[config.mk]
export PLATFORM = sky130hd
export DESIGN_NAME = p_fetch_stage
export DESIGN_NICKNAME = d
export VERILOG_FILES = /design/src/rtl/p_pkg.sv /design/src/rtl/p_if_id_reg.sv /design/src/rtl/p_fetch_stage.sv
export SDC_FILE = /design/constraint.sdc
export NUM_CORES = 1
export LEC_CHECK = 0
export CAP_MARGIN = 20
export CORE_MARGIN = 2
export CORE_UTILIZATION = 40
export CTS_CLUSTER_SIZE = 10
export DETAILED_ROUTE_END_ITERATION = 12
export PLACE_DENSITY = 0.86
export SETUP_SLACK_MARGIN = 0.3
export SLEW_MARGIN = 20
export SYNTH_ARGS = -nofsm -noshare
export SYNTH_HDL_FRONTEND = slang
export SYNTH_SLANG_ARGS = --single-unit
[constraint.sdc]
create_clock -name clk -period 2.2 [get_ports clk]
set_clock_uncertainty 0.2 [all_clocks]
set_input_delay 0.22 -clock clk [delete_from_list [all_inputs] [get_ports clk]]
set_output_delay 0.22 -clock clk [all_outputs]
set_load 0.01 [all_outputs]
[src/rtl/p_pkg.sv]
// Shared pipeline definitions used by the fetch and decode stages.
package p_pkg;
  localparam int          INSTR_W   = 32;
  localparam logic [31:0] PC_INC    = 32'd4;
  localparam logic [31:0] NOP_INSTR = 32'h0000_0000;  // sll $0,$0,0

  typedef enum logic {
    IDLE = 1'b0,
    RUN  = 1'b1
  } fetch_state_e;

  typedef struct packed {
    logic [INSTR_W-1:0] instr;
    logic [31:0]        pc4;
    logic               valid;
  } if_id_t;
endpackage

[src/rtl/p_if_id_reg.sv]
// IF/ID pipeline register: flush beats hold, hold beats capture.
module p_if_id_reg
  import p_pkg::*;
#(
  parameter logic [31:0] NOP = NOP_INSTR
) (
  input  logic   clk,
  input  logic   rst_n,
  input  logic   hold,
  input  logic   flush,
  input  if_id_t d,
  output if_id_t q
);
  always_ff @(posedge clk or negedge rst_n) begin
    if (!rst_n) begin
      q.instr <= NOP;
      q.pc4   <= '0;
      q.valid <= 1'b0;
    end else if (flush) begin
      q.instr <= NOP;
      q.pc4   <= '0;
      q.valid <= 1'b0;
    end else if (!hold) begin
      q <= d;
    end
  end
endmodule

[src/rtl/p_fetch_stage.sv]
// Instruction-fetch stage: PC, start-up/redirect control and IF/ID capture.
module p_fetch_stage
  import p_pkg::*;
#(
  parameter logic [31:0] START_ADDR = 32'h0000_0000,
  parameter logic [31:0] NOP_INSTR  = p_pkg::NOP_INSTR,
  parameter int          CNT_W      = 16
) (
  input  logic               clk,
  input  logic               reset,
  input  logic               load_pc,
  input  logic               stall,
  input  logic               branch_taken,
  input  logic [31:0]        branch_target,
  output logic [31:0]        imem_addr,
  input  logic [INSTR_W-1:0] imem_data,
  output logic [INSTR_W-1:0] if_id_instr,
  output logic [31:0]        if_id_pc4,
  output logic               if_id_valid,
  output logic [CNT_W-1:0]   fetch_count,
  output logic               running
);
  fetch_state_e state, state_n;
  logic [31:0]  pc, pc_n, pc4;
  logic         flush, hold, fetch;
  if_id_t       if_id_d, if_id_q;

  assign pc4       = pc + PC_INC;  // wraps modulo 2^32
  assign imem_addr = pc;
  assign running   = (state == RUN);

  always_comb begin
    state_n = state;
    pc_n    = pc;
    flush   = 1'b0;
    hold    = 1'b1;
    fetch   = 1'b0;
    unique case (state)
      IDLE: begin
        if (load_pc) begin
          pc_n    = START_ADDR;
          flush   = 1'b1;
          state_n = RUN;
        end
      end
      RUN: begin
        if (load_pc) begin
          pc_n  = START_ADDR;
          flush = 1'b1;
        end else if (branch_taken) begin
          pc_n  = {branch_target[31:2], 2'b00};
          flush = 1'b1;
        end else if (!stall) begin
          pc_n  = pc4;
          hold  = 1'b0;
          fetch = 1'b1;
        end
      end
      default: state_n = IDLE;
    endcase
  end

  always_ff @(posedge clk or negedge reset) begin
    if (!reset) begin
      state       <= IDLE;
      pc          <= START_ADDR;
      fetch_count <= '0;
    end else begin
      state <= state_n;
      pc    <= pc_n;
      if (fetch && fetch_count != '1)
        fetch_count <= fetch_count + 1'b1;
    end
  end

  // imem_data only reaches the register on a real fetch, so X on idle memory stays out
  assign if_id_d.instr = imem_data;
  assign if_id_d.pc4   = pc4;
  assign if_id_d.valid = 1'b1;

  p_if_id_reg #(.NOP(NOP_INSTR)) u_if_id (
    .clk   (clk),
    .rst_n (reset),
    .hold  (hold),
    .flush (flush),
    .d     (if_id_d),
    .q     (if_id_q)
  );

  assign if_id_instr = if_id_q.instr;
  assign if_id_pc4   = if_id_q.pc4;
  assign if_id_valid = if_id_q.valid;
endmodule

==> out/results.md <==
| Parameter | This run |
|---|---|
| Startpoint types | flop |
| Register area share after synthesis | 0.559 |
| Worst setup path category | flop to flop |
| Inserted Clock Buffers | 9 |
| Number of failing setup endpoints in the final timing report | 0 |
| Routed vias/inst | 5.44 |
| Final Slew Violations | 0 |
| Peak clock frequency supported by timing | 466 MHz |
| Diode insertion count for antenna repair | 0 |
| Synthesized area per cell | 10.7 um2 |
| Filler Cell Count | 908 |
| Non-filler instance count after layout | 865 |
| Launching instance or port of the critical path | imem_addr[14] |
| Total overflow reported by the global router | 0 |
| Setup repair after global routing missed its margin | yes |
| Worst-path maximum fanout | 7 |
| Height of the die | 115 um |
| Detailed placement HPWL | 11.1 mm |
| Minimum clock period after layout | 2150 ps |
| Unique masters post-synth | 52 |
| Design area | 0.00815 mm2 |
| Relative slew slack | 0.585 |
| # rows | 40 |
| Nature of the critical path endpoint | flop |
| Post-Place Cells | 834 |
| Detail-routed net length per standard cell | 18.2 um |
| Count of synthesis-stage warnings from yosys | 0 |
| FF-to-FF End | imem_addr[28] |
| Clock latency on the worst-skew pair | 350 ps |
| Remaining antenna violation count after routing | 0 |
| Result of the run | finished, final reports clean |
| Final Total Pwr | 4.68 mW |
| Total wirelength of the detailed-routed design | 15.8 mm |
| RD Place Congestion | 0.843 |
| Max-cap violations | 0 |
| Number of global-route vias before repair | 4,827 |
| CTS HTree Levels | 3 |
| Critical path capture point | imem_addr[28] |
| Final Net Count | 763 |
| First-pass DRT Iterations | 4 |
| Number of enable-type register cells in the synthesized netlist | 0 |
| Pin count of the biggest net entering global routing | 46 |
| Fraction of the core area covered by cells at the end of the flow | 0.675 |
| Die extent in x | 115 um |
| Boundary pin count | 183 |
| Crit path cell chain | nand3_2 > or4_4 > or4_1 > a21oi_2 > a221o_1 |
| Initial antenna violation count | 0 |
| Worst-Margin Slew | 623 ps |
| Worst-case reg-to-reg path depth | 5 |
| Power per Cell Area | 574 mW/mm2 |
| Flip-flop and latch count after synthesis | 111 |
| Root buffer cell | clkbuf_16 |
| Placed inst area | 0.00744 mm2 |
| Worst flop-to-flop path startpoint | imem_addr[14] |
| Hold Violations, Final | 0 |
| Via count | 4,709 |
| Lkg Pwr | 3.50 nW |
| Core outline area | 0.0121 mm2 |
| Leading cell type in the layout, fill and taps excluded | clkdlybuf4s50_1 |
| First-pass GRT wire length | 24.4 mm |
| Area Overhead vs Synth | 64.0% |
| Commonest cells after routing, fill and taps aside | 175 x clkdlybuf4s50_1, 96 x dfrtp_1, 55 x nand2_1, 54 x buf_4, 42 x a22o_1 |
| Initial Util | 0.412 |
| Total Routing Usage GR | 0.233 |
| Data arrival time of the worst path | 2230 ps |
| Maximum buffer depth of the clock tree | 2 |
| Slowest-stage cell, CP | or4_4 |
| Input/output buffers | 178 |
| Ys async rst share | 1.00 |
| Clock-pin slew of the registers on the worst-case setup and hold paths | 70 ps |
| Cell Area, Synth | 0.00497 mm2 |
| Peak VDD IR | 0.315 mV |
| Required time of the critical path | 2280 ps |
| Setup slack on the worst flop-to-flop path | 50 ps |
| Max incr delay on CP | 620 ps |
| Most instantiated flip-flop cell in the synthesis netlist | dfrtp_1 |
| Worst min-delay path category | primary input to async pin |
| Proportion of layout cells with a drive suffix above 1 | 0.217 |
| Floorplan die area | 0.0133 mm2 |
| TritonCTS clock tree | yes |
| Part of the cycle the worst path needs | 0.976 |
| Sinks on Clock Net | 111 |
| Number of instances in the synthesized netlist | 463 |
| Violation count after the first detailed-route iteration | 297 |
| Residual DRC count | 0 |
-- per-layer routing --
| layer | vias up | GRT usage | routed length [um] |
|---|---|---|---|
| met5 | - | 0 | 0 |
| met3 | 30 | 0.0596 | 1280 |
| li1 | 2147 | - | - |
| met2 | 207 | 0.390 | 7810 |
| met1 | 2325 | 0.293 | 6320 |
| met4 | 0 | 0.0884 | 344 |
-- logic make-up after synthesis --
group	Yosys count	share of synthesized area
other	1	0.000755
xor gates and xnor gates	34	0.0600
adders and majority gates	2	0.00504
muxes	3	0.00630
and+or+nand+nor	147	0.154
buffers and inverters	35	0.0297
AOI/OAI and AO/OA	130	0.184
DFF	111	0.559
-- report_power, final --
part	internal (mW)	leakage [nW]	total (mW)	switching, mW
Clock	0.865	0.137	1.56	0.699
Combinational	0.470	1.88	0.828	0.358
Sequential	2.15	1.48	2.28	0.133
-- flip-flops by register name, indices dropped and copies added, names as in the netlist --
register     flops
u_if_id.q       64
fetch_count     16
running          1
imem_addr       30
-- what timing repair did --
item | in CTS | in global routing
pin swaps | 4 | 9
endpoints found under the hold margin | 41 | 0
gates resized for setup | 18 | 50
endpoints found under the setup margin | 28 | 107
hold buffers | 1 | 0
setup buffers | 4 | 10
-- synth_stat cells (all sizes together) (2+ instances only) --
master,number,share of area
nand3b,3,0.0045
a22o,42,0.074
mux2i,2,0.0040
o311ai,3,0.0053
nor3,7,0.0071
a21o,6,0.0091
or4,5,0.0083
and3,6,0.0076
a221o,3,0.0060
inv,4,0.0030
a22oi,6,0.0091
nor3b,2,0.0030
buf,7,0.0083
and4,4,0.0071
xnor2,22,0.039
nand4,10,0.016
o21ai,41,0.041
o211ai,2,0.0030
a32oi,6,0.011
a31oi,3,0.0038
clkbuf,24,0.018
nor2,14,0.011
dfrtp,111,0.56
o31ai,2,0.0030
nor4,10,0.014
and2,3,0.0038
xor2,12,0.021
nand2,57,0.043
ha,2,0.0050
nand3,18,0.018
a21oi,12,0.013
or2,2,0.0025
-- layout make-up --
cell class                      count  area (um2)  area share
Sequential cell                   111        2800       0.343
Timing Repair Buffer              248        2440       0.300
Multi-Input combinational cell    318        2400       0.295
Clock buffer                       16         282      0.0346
Tap cell                          168         210      0.0258
Inverter                            4        15.0     0.00184
-- critical path: cells and delay by family (launching register included) --
| family | cells | cell delay [ps] |
|---|---|---|
| simple gates | 3 | 1210 |
| flops | 1 | 380 |
| compound gates | 2 | 300 |
-- worst min-delay path by stage --
stage,to,slack [ps],cells past startpoint
finish,u_if_id.q[5],220,2
global route,u_if_id.q[46],270,2
CTS,u_if_id.q[5],240,2
detailed placement,u_if_id.q[5],70,1
global placement,u_if_id.q[3],50,1
floorplan,fetch_count[0],-280,0
-- per-stage QoR --
step           TNS (ps)  setup slack [ps]  hold WS [ps]
6_report              0              53.3           224
2_1_floorplan         0              45.3          -276
5_1_grt           -15.6             -15.3           271
3_3_place_gp      -73.2             -22.1          53.3
3_5_place_dp       -397             -50.5          68.4
4_1_cts               0               103           239
(Power assumes the default switching activity.)
